## config.mk

```make
export PLATFORM = sky130hd
export DESIGN_NAME = spi_xip_prefetch
export DESIGN_NICKNAME = d
export VERILOG_FILES = /design/src/rtl/spi_xip_prefetch.sv
export SDC_FILE = /design/constraint.sdc
export NUM_CORES = 1
export LEC_CHECK = 0
export BUFFER_PORTS_ARGS = -buffer_cell sky130_fd_sc_hd__buf_4
export CORE_ASPECT_RATIO = 1.5
export CORE_UTILIZATION = 25
export CTS_BUF_LIST = sky130_fd_sc_hd__clkbuf_8
export DETAILED_ROUTE_END_ITERATION = 10
export HOLD_SLACK_MARGIN = 0.08
export PLACE_DENSITY_LB_ADDON = 0.05
export SETUP_SLACK_MARGIN = 0.3
export SYNTH_ARGS = -nofsm -noshare
export SYNTH_HDL_FRONTEND = slang
export SYNTH_SLANG_ARGS = --single-unit
export TNS_END_PERCENT = 100
```

## constraint.sdc

```tcl
create_clock -name clock -period 11.7 [get_ports clock]
set_input_delay 1.17 -clock clock [delete_from_list [all_inputs] [get_ports clock]]
set_output_delay 1.17 -clock clock [all_outputs]
set_load 0.01 [all_outputs]
```

## src/rtl/spi_xip_prefetch.sv

```systemverilog
// Single-line read prefetch buffer in front of the SPI flash APB bridge.
// XIP reads hit a line buffer; misses fetch the aligned line, other traffic is forwarded.
module spi_xip_prefetch #(
  parameter logic [31:0] flash_addr_start = 32'h1c000000,
  parameter logic [31:0] flash_addr_end   = 32'h2bffffff,
  parameter int          LINE_WORDS       = 4
) (
  input  logic        clock,
  input  logic        reset,
  input  logic        flush,
  input  logic [31:0] in_paddr,
  input  logic        in_psel,
  input  logic        in_penable,
  input  logic [2:0]  in_pprot,
  input  logic        in_pwrite,
  input  logic [31:0] in_pwdata,
  input  logic [3:0]  in_pstrb,
  output logic        in_pready,
  output logic [31:0] in_prdata,
  output logic        in_pslverr,
  output logic [31:0] out_paddr,
  output logic        out_psel,
  output logic        out_penable,
  output logic [2:0]  out_pprot,
  output logic        out_pwrite,
  output logic [31:0] out_pwdata,
  output logic [3:0]  out_pstrb,
  input  logic        out_pready,
  input  logic [31:0] out_prdata,
  input  logic        out_pslverr
);
  localparam int LB     = 4 * LINE_WORDS;
  localparam int LOG2LB = $clog2(LB);
  localparam int WIDX_W = $clog2(LINE_WORDS);
  localparam int TAG_W  = 32 - LOG2LB;
  localparam logic [WIDX_W-1:0] K_LAST = WIDX_W'(LINE_WORDS - 1);

  typedef enum logic [2:0] {
    S_IDLE, S_FILL_SETUP, S_FILL_ACCESS, S_FWD_SETUP, S_FWD_ACCESS, S_RESP
  } state_t;

  state_t             state_q, state_d;
  logic [31:0]        addr_q, addr_d, pwdata_q, pwdata_d, fwd_rdata_q, fwd_rdata_d;
  logic               pwrite_q, pwrite_d, err_q, err_d, fill_q, fill_d;
  logic               valid_q, valid_d, flush_seen_q, flush_seen_d;
  logic [3:0]         pstrb_q, pstrb_d;
  logic [2:0]         pprot_q, pprot_d;
  logic [WIDX_W-1:0]  k_q, k_d;
  logic [TAG_W-1:0]   tag_q, tag_d;
  logic [31:0]        data_q [LINE_WORDS];
  logic               data_we;

  logic [31:0] out_paddr_q, out_paddr_d, out_pwdata_q, out_pwdata_d;
  logic        out_psel_q, out_psel_d, out_penable_q, out_penable_d;
  logic        out_pwrite_q, out_pwrite_d;
  logic [2:0]  out_pprot_q, out_pprot_d;
  logic [3:0]  out_pstrb_q, out_pstrb_d;

  logic              xip, req, hit;
  logic [WIDX_W-1:0] in_widx, lat_widx;

  assign xip      = (in_paddr >= flash_addr_start) && (in_paddr <= flash_addr_end);
  assign req      = reset && (state_q == S_IDLE) && in_psel && in_penable;
  assign hit      = req && xip && !in_pwrite && valid_q && (tag_q == in_paddr[31:LOG2LB]);
  assign in_widx  = in_paddr[LOG2LB-1:2];
  assign lat_widx = addr_q[LOG2LB-1:2];

  always_comb begin
    state_d      = state_q;
    addr_d       = addr_q;
    pwrite_d     = pwrite_q;
    pwdata_d     = pwdata_q;
    pstrb_d      = pstrb_q;
    pprot_d      = pprot_q;
    k_d          = k_q;
    err_d        = err_q;
    fill_d       = fill_q;
    valid_d      = valid_q;
    tag_d        = tag_q;
    fwd_rdata_d  = fwd_rdata_q;
    flush_seen_d = (state_q == S_IDLE) ? flush : (flush_seen_q | flush);
    data_we      = 1'b0;
    in_pready    = 1'b0;
    in_prdata    = '0;
    in_pslverr   = 1'b0;

    case (state_q)
      S_IDLE: begin
        if (hit) begin
          in_pready = 1'b1;
          in_prdata = data_q[in_widx];
        end else if (req && xip && in_pwrite) begin
          in_pready  = 1'b1;
          in_pslverr = 1'b1;
        end else if (req) begin
          addr_d   = in_paddr;
          pprot_d  = in_pprot;
          err_d    = 1'b0;
          fill_d   = xip;
          pwrite_d = xip ? 1'b0 : in_pwrite;
          pwdata_d = xip ? 32'h0 : in_pwdata;
          pstrb_d  = xip ? 4'h0 : in_pstrb;
          if (xip) begin
            // The old line is dead as soon as a miss starts.
            k_d     = '0;
            valid_d = 1'b0;
            tag_d   = in_paddr[31:LOG2LB];
            state_d = S_FILL_SETUP;
          end else begin
            if (in_pwrite) valid_d = 1'b0;
            state_d = S_FWD_SETUP;
          end
        end
      end
      S_FILL_SETUP: state_d = S_FILL_ACCESS;
      S_FILL_ACCESS: begin
        if (out_pready) begin
          data_we = 1'b1;
          err_d   = err_q | out_pslverr;
          if (k_q == K_LAST) begin
            state_d = S_RESP;
          end else begin
            k_d     = k_q + 1'b1;
            state_d = S_FILL_SETUP;
          end
        end
      end
      S_FWD_SETUP: state_d = S_FWD_ACCESS;
      S_FWD_ACCESS: begin
        if (out_pready) begin
          fwd_rdata_d = out_prdata;
          err_d       = out_pslverr;
          state_d     = S_RESP;
        end
      end
      S_RESP: begin
        in_pready = 1'b1;
        state_d   = S_IDLE;
        if (fill_q) begin
          in_pslverr = err_q;
          in_prdata  = err_q ? 32'h0 : data_q[lat_widx];
          valid_d    = !err_q && !flush_seen_d;
        end else begin
          in_pslverr = err_q;
          in_prdata  = fwd_rdata_q;
        end
      end
      default: state_d = S_IDLE;
    endcase

    if (flush) valid_d = 1'b0;
    if (!reset) begin
      in_pready  = 1'b0;
      in_prdata  = '0;
      in_pslverr = 1'b0;
      data_we    = 1'b0;
    end

    // Downstream bus is registered: derive it from the state being entered.
    out_psel_d    = 1'b0;
    out_penable_d = 1'b0;
    out_paddr_d   = '0;
    out_pwrite_d  = 1'b0;
    out_pwdata_d  = '0;
    out_pstrb_d   = '0;
    out_pprot_d   = '0;
    case (state_d)
      S_FILL_SETUP, S_FILL_ACCESS: begin
        out_psel_d    = 1'b1;
        out_penable_d = (state_d == S_FILL_ACCESS);
        out_paddr_d   = {addr_d[31:LOG2LB], k_d, 2'b00};
        out_pprot_d   = pprot_d;
      end
      S_FWD_SETUP, S_FWD_ACCESS: begin
        out_psel_d    = 1'b1;
        out_penable_d = (state_d == S_FWD_ACCESS);
        out_paddr_d   = addr_d;
        out_pwrite_d  = pwrite_d;
        out_pwdata_d  = pwdata_d;
        out_pstrb_d   = pstrb_d;
        out_pprot_d   = pprot_d;
      end
      default: ;
    endcase
  end

  always_ff @(posedge clock) begin
    if (!reset) begin
      state_q       <= S_IDLE;
      addr_q        <= '0;
      pwrite_q      <= 1'b0;
      pwdata_q      <= '0;
      pstrb_q       <= '0;
      pprot_q       <= '0;
      k_q           <= '0;
      err_q         <= 1'b0;
      fill_q        <= 1'b0;
      valid_q       <= 1'b0;
      tag_q         <= '0;
      fwd_rdata_q   <= '0;
      flush_seen_q  <= 1'b0;
      out_psel_q    <= 1'b0;
      out_penable_q <= 1'b0;
      out_paddr_q   <= '0;
      out_pwrite_q  <= 1'b0;
      out_pwdata_q  <= '0;
      out_pstrb_q   <= '0;
      out_pprot_q   <= '0;
    end else begin
      state_q       <= state_d;
      addr_q        <= addr_d;
      pwrite_q      <= pwrite_d;
      pwdata_q      <= pwdata_d;
      pstrb_q       <= pstrb_d;
      pprot_q       <= pprot_d;
      k_q           <= k_d;
      err_q         <= err_d;
      fill_q        <= fill_d;
      valid_q       <= valid_d;
      tag_q         <= tag_d;
      fwd_rdata_q   <= fwd_rdata_d;
      flush_seen_q  <= flush_seen_d;
      out_psel_q    <= out_psel_d;
      out_penable_q <= out_penable_d;
      out_paddr_q   <= out_paddr_d;
      out_pwrite_q  <= out_pwrite_d;
      out_pwdata_q  <= out_pwdata_d;
      out_pstrb_q   <= out_pstrb_d;
      out_pprot_q   <= out_pprot_d;
    end
  end

  always_ff @(posedge clock) begin
    if (data_we) data_q[k_q] <= out_prdata;
  end

  assign out_psel    = out_psel_q;
  assign out_penable = out_penable_q;
  assign out_paddr   = out_paddr_q;
  assign out_pwrite  = out_pwrite_q;
  assign out_pwdata  = out_pwdata_q;
  assign out_pstrb   = out_pstrb_q;
  assign out_pprot   = out_pprot_q;
endmodule
```

# Yosys cells after proc, flatten, opt, wreduce, memory -nomap -nowiden
# Memory sizes are Yosys's and may differ from the RTL's. A register that Yosys moved wholly into a read port is not among the register bits.
# Index checks and enable logic that the tools add are counted.
[word_totals] out_inout_bits=108 mem_count=1 ff_bits=215 ram_bits=128
[op_classes] bitwise=5 mux=73 order_cmp=2 eq_ne=18 n_reduce_logical=27 add_sub_neg=1
[mem_list] memory="data_q" words=4 width=32 read_ports=2 rd_clocked_by_memory_dff=1 write_ports=1 line_no="50" text="logic [31:0] data_q [LINE_WORDS];"
[ops] operator="2-to-1 mux 32 bit" n=13
[ops] operator="case mux 32 bit (2 select lines)" n=2
[ops] operator="greater-or-equal comparator 32 x 29 -> 1 bit, second input constant" n=1
[ops] operator="<= comparator 32 x 30 -> 1 bit, second input constant" n=1
[ops] operator="2-to-1 mux 3 bit" n=10
[ops] operator="equality test 28 bit" n=1
[ops] operator="2-to-1 mux 1 bit" n=28
[ops] operator="2-to-1 mux 4 bit" n=5
[ops] operator="2-to-1 mux 2 bit" n=8
[ops] operator="case mux 3 bit (5 select lines)" n=1
[ops] operator="equality test 3 x 2 -> 1 bit, second input constant" n=4
[ops] operator="inequality test 2 bit, second input constant" n=6
[ops] operator="AND reduction 6 bit" n=2
[ops] operator="logical AND 1 bit" n=10
[ops] operator="equality test 3 bit, second input constant" n=3
[ops] operator="case mux 1 bit (2 select lines)" n=4
[ops] operator="equality test 3 x 1 -> 1 bit, second input constant" n=2
[ops] operator="AND reduction 2 bit" n=3
[ops] operator="OR reduction 2 bit" n=3
[ops] operator="AND reduction 5 bit" n=1
[ops] operator="case mux 2 bit (2 select lines)" n=1
[ops] operator="AND reduction 4 bit" n=1
[ops] operator="OR reduction 4 bit" n=1
[ops] operator="logical NOT 1 bit" n=3
[ops] operator="other kinds (9)" n=12

# Logic depth before layout (Yosys ltp)
# Gate-level depths: netlist (run 1).
[logic_depth] word_depth=13 mapped_depth=11 ltp_nobuf=7

# Worst setup path after synthesis (run 1)
# No wires, ideal clock.
[synth_path] path_kind="input-to-reg" startpoint="in reset" endpoint="mem data_q[0][0] (enable)" arrival_ns=4.017 required_ns=11.239 setup_time_ns=0.461 path_stages=4 path_buffers=2 slack_ns=7.221 cell_sequence="clkbuf_1 -> buf_1 -> nand2_1 -> nor3_1"
[synth_between] elab_chain_len=3
[synth_lines] item="start, declared" line_no="9" text="input logic reset,"
[synth_lines] item="2-to-1 mux 1 bit" line_no="152" text="if (!reset) begin"
[synth_lines] item="2-to-1 mux 1 bit" line_no="234" text="if (data_we) data_q[k_q] <= out_prdata;"
[synth_lines] item="2-to-1 mux 1 bit (not written as such)" line_no="234"
[synth_lines] item="end, declared" line_no="50"
# No other way between the ends.

# Final worst setup path (run 1)
[layout_path] startpoint="in in_paddr[15]" endpoint="out in_prdata[29]"
[layout_between] elab_chain_len=9
[layout_lines] item="start, declared" line_no="11" text="input logic [31:0] in_paddr,"
[layout_lines] item="greater-or-equal comparator 32 x 29 -> 1 bit / <= comparator 32 x 30 -> 1 bit (equally long branches)" line_no="62" text="assign xip = (in_paddr >= flash_addr_start) && (in_paddr <= flash_addr_end);"
[layout_lines] item="logical AND 1 bit" line_no="62"
[layout_lines] item="logical AND 1 bit (3 in series)" line_no="64" text="assign hit = req && xip && !in_pwrite && valid_q && (tag_q == in_paddr[31:LOG2LB]);"
[layout_lines] item="logical AND 1 bit (*)" line_no="64"
[layout_lines] item="2-to-1 mux 32 bit (*)" line_no="89" text="if (hit) begin"
[layout_lines] item="case mux 32 bit (2 select lines) (*)" line_no="87" text="case (state_q)"
[layout_lines] item="2-to-1 mux 32 bit (*)" line_no="152"
[layout_lines] item="end, declared" line_no="19" text="output logic [31:0] in_prdata,"
# Every way passes the cells marked *; elsewhere a longest branch is shown, timed or not.

==> results of run 1 <==
==> layout make-up <==
cell class	instances	area, µm²	share of cell area, %
well taps	682	853.3	5.061
repair buffers	237	1779	10.55
multi-input cells	682	4835	28.68
diodes	2	5.005	0.02968
inverters	5	21.27	0.1262
flip-flops and latches	343	8150	48.34
clock buffers	76	1046	6.204
clock inverters	28	170.2	1.009
==> critical path, stage by stage <==
cell	delay [ns]
buf_4	0.12
xor2_1	0.13
nor4_1	0.59
nand4_1	0.28
nor4_4	0.54
and3b_1	0.26
buf_4	0.46
nand2_1	0.10
a21oi_1	0.30
buf_4	0.18
==> cell families after synthesis <==
group	synth area share (%)
AND/OR/NAND/NOR	11.74
flip-flops	61.43
AO/OA/AOI/OAI	8.594
buffers and inverters	2.736
XOR/XNOR	1.981
multiplexers	13.52
==> routing by layer <==
metal | up-vias | share of wire [%]
met4 | 2 | 2.1
met5 | - | 0.040
li1 | 4442 | -
met1 | 4604 | 40
met3 | 67 | 6.4
met2 | 231 | 51
==> sequential cells by signal, summed over array words and instances (netlist names) <==
name          count
out_psel          1
pprot_q           3
out_pwdata       32
flush_seen_q      1
valid_q           1
out_pwrite        1
data_q          128
fwd_rdata_q      32
out_penable       1
out_pstrb         4
err_q             1
state_q           3
pwdata_q         32
out_paddr        32
tag_q            28
fill_q            1
k_q               2
pstrb_q           4
out_pprot         3
pwrite_q          1
addr_q           32
==> how the worst max path moves through the flow <==
stage | slack, ns | startpoint | cells after the start | endpoint
after CTS | 6.26 | in_paddr[15] | 10 | in_prdata[29]
after global placement | 6.29 | in_paddr[15] | 10 | in_prdata[17]
final | 6.37 | in_paddr[15] | 10 | in_prdata[29]
after floorplan | 7.22 | reset | 4 | data_q[0][0]$_DFFE_PP_
after detailed placement | 6.27 | in_paddr[15] | 10 | in_prdata[29]
after global routing | 6.18 | in_paddr[15] | 10 | in_prdata[17]
==> report_power, final <==
group / switching [mW] / internal, mW
clock: 0.503 / 0.620
combinational: 0.110 / 0.0761
sequential: 0.00913 / 1.26
total: 0.623 / 1.96
==> metrics by stage <==
stage / std cells / instance area (µm²) / power (mW) / hold WS, ns
3_5_place_dp: 1949 / 15640 / 1.489 / 0.4481
6_report: 2055 / 16860 / 2.581 / 0.4564
5_1_grt: 2055 / 16860 / 2.701 / 0.4719
3_3_place_gp: 1949 / 15640 / 1.488 / 0.4426
2_1_floorplan: 1112 / 13260 / 1.394 / 0.4360
4_1_cts: 2053 / 16850 / 2.644 / 0.4573
==> placed cells by master (no fill, tap or decap), types with 3 or more instances in the layout <==
| cell type | n |
|---|---|
| a22oi_1 | 65 |
| nor4_1 | 5 |
| inv_1 | 17 |
| nand4_1 | 3 |
| o21ai_0 | 5 |
| nand2_1 | 165 |
| nand3_1 | 38 |
| xnor2_1 | 6 |
| xor2_1 | 24 |
| nor2_4 | 4 |
| o21a_1 | 3 |
| buf_4 | 237 |
| dfxtp_1 | 213 |
| nor2_1 | 120 |
| mux4_2 | 64 |
| edfxtp_1 | 128 |
| nor3_1 | 3 |
| mux2i_1 | 34 |
| clkinv_2 | 7 |
| or3_1 | 3 |
| a21oi_1 | 101 |
| clkbuf_8 | 76 |
| nor3b_1 | 3 |
| clkinv_1 | 5 |
| and2_1 | 8 |
==> metrics.txt, run 1 <==
Synth Flop Type=dfxtp_1; GP Congestion=between 0.6 and 0.7; port buffer count=218; die span in x=190.1 µm; maximum vdd drop=0.09985 mV; area leader, netlist=dfxtp_1; Tightest Pin Transition=0.9246 ns; top post-synthesis cells by area=dfxtp_1 32%, edfxtp_1 29%, mux4_2 11%, nand2_1 4.7%, a21oi_1 3.8%; crit path kind=in2out; outcome=complete, no violations; num rows=between 100 and 150; post-route clock period utilization=45.58%; PostCTS Resize Cnt=0; Data arrival, critical path=approximately 4.2 ns; CTS Buffer Depth=3; Final Max Slew Viols=0; Crit. End Element=output pin; required time of the critical path=between 10 and 15 ns; drt wl/cell=20.76 µm; drt first pass iters=4; top cell type's share of synthesized area=approximately a third; TNS Setup=0 ns; GRT overflow=0; top cells by count, synth=215 x dfxtp_1, 165 x nand2_1, 128 x edfxtp_1; total die area=53990 µm²; CTS Root Cell=clkbuf_8; Placeable Area=52580 µm²; most numerous cell in the Yosys netlist=dfxtp_1; Synth warnings=0; M3 GR Usage=4.284%; clk sinks=between 300 and 400; GRT Total Usage=~16%; Initial Util=between 20% and 30%; Final Hold Viols=0; worst slack, placed=approximately 6.3 ns; R2R cell count=8; routed vias/inst=4.548; reg2reg setup slack=about 8 ns; CP startpoint kind=input port; synth unique cells=47; clock-pin transition on the worst setup and hold timing paths=0.06 ns; FILL cells=5474; Worst Hold End=fwd_rdata_q[4]$_SDFFE_PN0P_; DR iter-0 viols=about 390; worst-path maximum fanout=32; Boundary Pins=approximately 220; wirelength, routed=42670 µm; vias in the first global route=9821; number of synthesized flops with an enable pin=128; M1 GR Usage=18.40%; unrepaired setup endpoints after global routing=false; PD cells=153.1 nW/µm²; first-pass GRT wire length=63660 µm; HP Class=reg2reg; Clk Latency, worst-skew pair=between 0.6 and 0.7 ns; RR Endpoint=addr_q[0]$_SDFF_PN0_; Max-slew headroom=a little under two fifths; Hold Crit Depth=2; Area growth syn-to-layout=27.12%; Post-Synthesis Cells=1112; ratio of cells with drive above 1 in the final layout=29.54%; H-tree Lvls=2; sequential area share after synthesis=61.43%; Async SR Flop Fraction=0%; final core occ=32.07%; antenna violations before repair=3; Worst R2R Start=tag_q[11]$_SDFFE_PN0P_; TritonCTS Buffers=57; post-CTS setup buffer count=0; Final HPWL DP=approximately 25000 µm; largest net degree at the start of global routing=68; worst setup margin=6.367 ns; Fmax achieved=187.5 MHz; Cell Area, Synth=13260 µm²; cts hold-fix bufs=0; Hold Path Origin=fwd_rdata_q[4]$_SDFFE_PN0P_; global routing's busiest layer=met2; number of setup violations in the final report=0; vias=9346; global-route track usage on met2=28.03%; DIE HEIGHT=roughly 280 µm; Max Cap Viol=0; Routed Antenna Nets=0; synthesized flop and latch total=343; # DRC=0; syn avg cell area=about 12 µm²; Layout Skew=0.01352 ns; minimum clock period=approximately 5.3 ns; syn_nets=approximately 1200; CTS tree=yes; Net count, final=1437; leakage=6.226 nW
Note: power is estimated with default switching activity, not from simulation.
==> run 2, diff against run 1 <==
- clock period: 11.7 -> 4.9 ns (I/O delays scaled with it)
==> run 2 against run 1 <==
  * First-iteration DRC count is 3.4% lower
  * Sequential power increased by 140%
  * Global-route usage about the same
  * Critical endpoint is now in_prdata[17]
  * Largest cell class unchanged
==> metrics.txt, run 2 (synthesized netlist as in run 1, its figures left out) <==
R2R cell count=9 (+1); Placement Cell Area=15700 µm² (+0.37%); Setup crit start=in_paddr[15]; drt first pass iters=4 (unchanged); unrepaired setup endpoints after global routing=false; post-route clock period utilization=slightly below 90%; num rows=103 (unchanged); GRT overflow=0 (unchanged); Largest register FFs=128 (unchanged); reg2reg setup slack=1.75 ns (-6.22 ns); CTS tree=yes; GP Congestion=0.6887 (+1.5%); TritonCTS Buffers=60 (+5.3%); Clk Latency, worst-skew pair=0.64 ns (+0.02 ns); DIE HEIGHT=284.1 µm (unchanged); final core occ=33.99% (+1.9 points); Placed Instances=1955 (+0.31%); Final Cell Area=17870 µm² (+6.0%); Area growth syn-to-layout=34.76%; Crit. End Element=output pin; minimum clock period=4.257 ns; Data arrival, critical path=3.77 ns (-0.39 ns); Cell Chain, Critical Path=dlygate4sd3_1 > buf_4 > xor2_1 > nor4_1 > nand4_1 > nor4_4 > and3b_1 > buf_4 > nand2_1 > a21oi_1 > buf_4; Final Max Slew Viols=0 (unchanged); clk sinks=343 (unchanged); Tightest Pin Transition=1.010 ns (+0.08561 ns); combinational fraction of design power=8.2% (+1.0 points); Max-slew headroom=32.49% (-5.9 points); Worst R2R Start=tag_q[11]$_SDFFE_PN0P_; H-tree Lvls=2 (unchanged); required time of the critical path=4.41 ns (-6.12 ns); number of setup violations in the final report=0 (unchanged); slowest cell on the critical path=nor4_1; most common cell after layout, fill and taps aside=buf_4; sequential share of power=49.7% (+0.5 points); port buffer count=218 (unchanged); maximum vdd drop=0.2075 mV (+110%); PD cells=342.8 nW/µm² (+120%); die span in x=190.1 µm (unchanged); delay of the slowest critical-path stage=0.58 ns (about the same); # DRC=0 (unchanged); PostCTS Resize Cnt=0 (unchanged); Int Power=4.621 mW (+140%); total die area=53990 µm² (unchanged); wirelength, routed=42310 µm (-0.85%); Critical Path End=in_prdata[17]; Switching Share=24.58% (+0.46 points); Final HPWL DP=25270 µm (+2.6%); Final Hold Viols=0 (unchanged); vias=9810 (+5.0%); worst-path maximum fanout=32 (unchanged); Net count, final=1547 (+7.7%); first-pass GRT wire length=64230 µm (+0.90%); Boundary Pins=219 (unchanged); DR iter-0 viols=372 (-3.4%); ratio of cells with drive above 1 in the final layout=27.55% (-2.0 points); Finished Layout Cells=2166 (+5.4%); clock power share=42.1% (-1.4 points); Initial Util=25.22% (unchanged); routed vias/inst=4.529 (-0.41%); CTS Buffer Depth=3 (unchanged); antenna violations before repair=2 (-1); clock-pin transition on the worst setup and hold timing paths=0.06 ns (about the same); largest net degree at the start of global routing=71 (+4.4%); HP Class=in2reg; Routed Antenna Nets=0 (unchanged); Placeable Area=52580 µm² (unchanged); crit path kind=in2out; Layout Skew=0.02235 ns (+0.008832 ns); leakage=6.698 nW (+7.6%); register with the most flip-flops=data_q; CP startpoint kind=input port; TNS Setup=0 ns (unchanged); RR Endpoint=out_paddr[2]$_SDFF_PN0_; GRT Total Usage=15.89% (+0.040 points); switching power=1.506 mW (+140%); Fmax achieved=234.9 MHz; most frequent cells in the layout=244 x buf_4, 213 x dfxtp_1, 165 x nand2_1, 128 x edfxtp_1, 120 x nor2_1; CTS Root Cell=clkbuf_8; drt wl/cell=19.53 µm (-5.9%); outcome=complete, no violations; Max Cap Viol=0 (unchanged); cell mode on critical path=buf_4; vias in the first global route=10316 (+5.0%)
==> run 2: changes by cell type in the layout (fill, tap and decap cells not counted) <==
cell           previous run  this run
diode_2                   2         3
clkbuf_8                 76        72
buf_4                   237       244
dlygate4sd3_1             0        99
clkinv_1                  5         1
clkinv_2                  7         6
inv_1                    17        29
bufinv_16                 2         1
clkinvlp_4                1         2
buf_12                    0         1
==> run 2: power groups by stage <==
stage               logic (mW)  registers [mW]  clock network [mW]
floorplan                0.231            3.10                   0
global placement         0.452            3.11                   0
detailed placement       0.453            3.11                   0
CTS                      0.520            3.05                2.71
global route             0.556            3.05                2.82
finish                   0.505            3.04                2.58
==> run 2: layout make-up <==
cell class | instances | area, µm²
diodes | 3 | 7.507
clock buffers | 72 | 991.0
clock inverters | 35 | 172.7
fillers | 5363 | 34710
inverters | 5 | 21.27
multi-input cells | 682 | 4835
flip-flops and latches | 343 | 8150
well taps | 682 | 853.3
repair buffers | 344 | 2843
==> run 2: worst max-delay path, delay by kind of cell <==
kind	cells	cell delay (ns)
simple gates	5	1.53
buf+inv	4	1.30
compound gates	1	0.27
xor+xnor	1	0.14
==> run 2: timing repair <==
action,4_1_cts,5_1_grt
hold endpoints to repair,288,0
setup endpoints to repair,0,3
hold buffers,99,0
buffers inserted,0,2
==> run 2: worst min-delay path by stage <==
stage,from,endpoint,cells after the start
floorplan,fwd_rdata_q[30]$_SDFFE_PN0P_,fwd_rdata_q[30]$_SDFFE_PN0P_,2
global placement,fwd_rdata_q[31]$_SDFFE_PN0P_,fwd_rdata_q[31]$_SDFFE_PN0P_,2
detailed placement,fwd_rdata_q[8]$_SDFFE_PN0P_,fwd_rdata_q[8]$_SDFFE_PN0P_,2
CTS,out_pready,state_q[0]$_SDFF_PN0_,3
global route,out_pready,state_q[0]$_SDFF_PN0_,3
finish,out_pready,err_q$_SDFFE_PN0P_,3
==> run 2: per-layer routing <==
layer  part of all wire [%]  wire length [µm]  up-vias  track usage, %
li1                       -                 -     4659               -
met1                     42             17760     4838           19.36
met2                     50             21100      253           27.27
met3                    6.2              2616       60           4.124
met4                    2.0               825        0           4.597
met5                      0                 0        -               0
==> run 2: metrics by stage <==
stage                     total power, mW  hold slack [ns]  worst slack (ns)
after floorplan                     3.329           0.4360             1.101
after global placement              3.558           0.4432            0.8832
after detailed placement            3.559           0.4472            0.8896
after CTS                           6.276           0.1284            0.3055
after global routing                6.426           0.1662            0.4615
final                               6.127           0.2196            0.6434
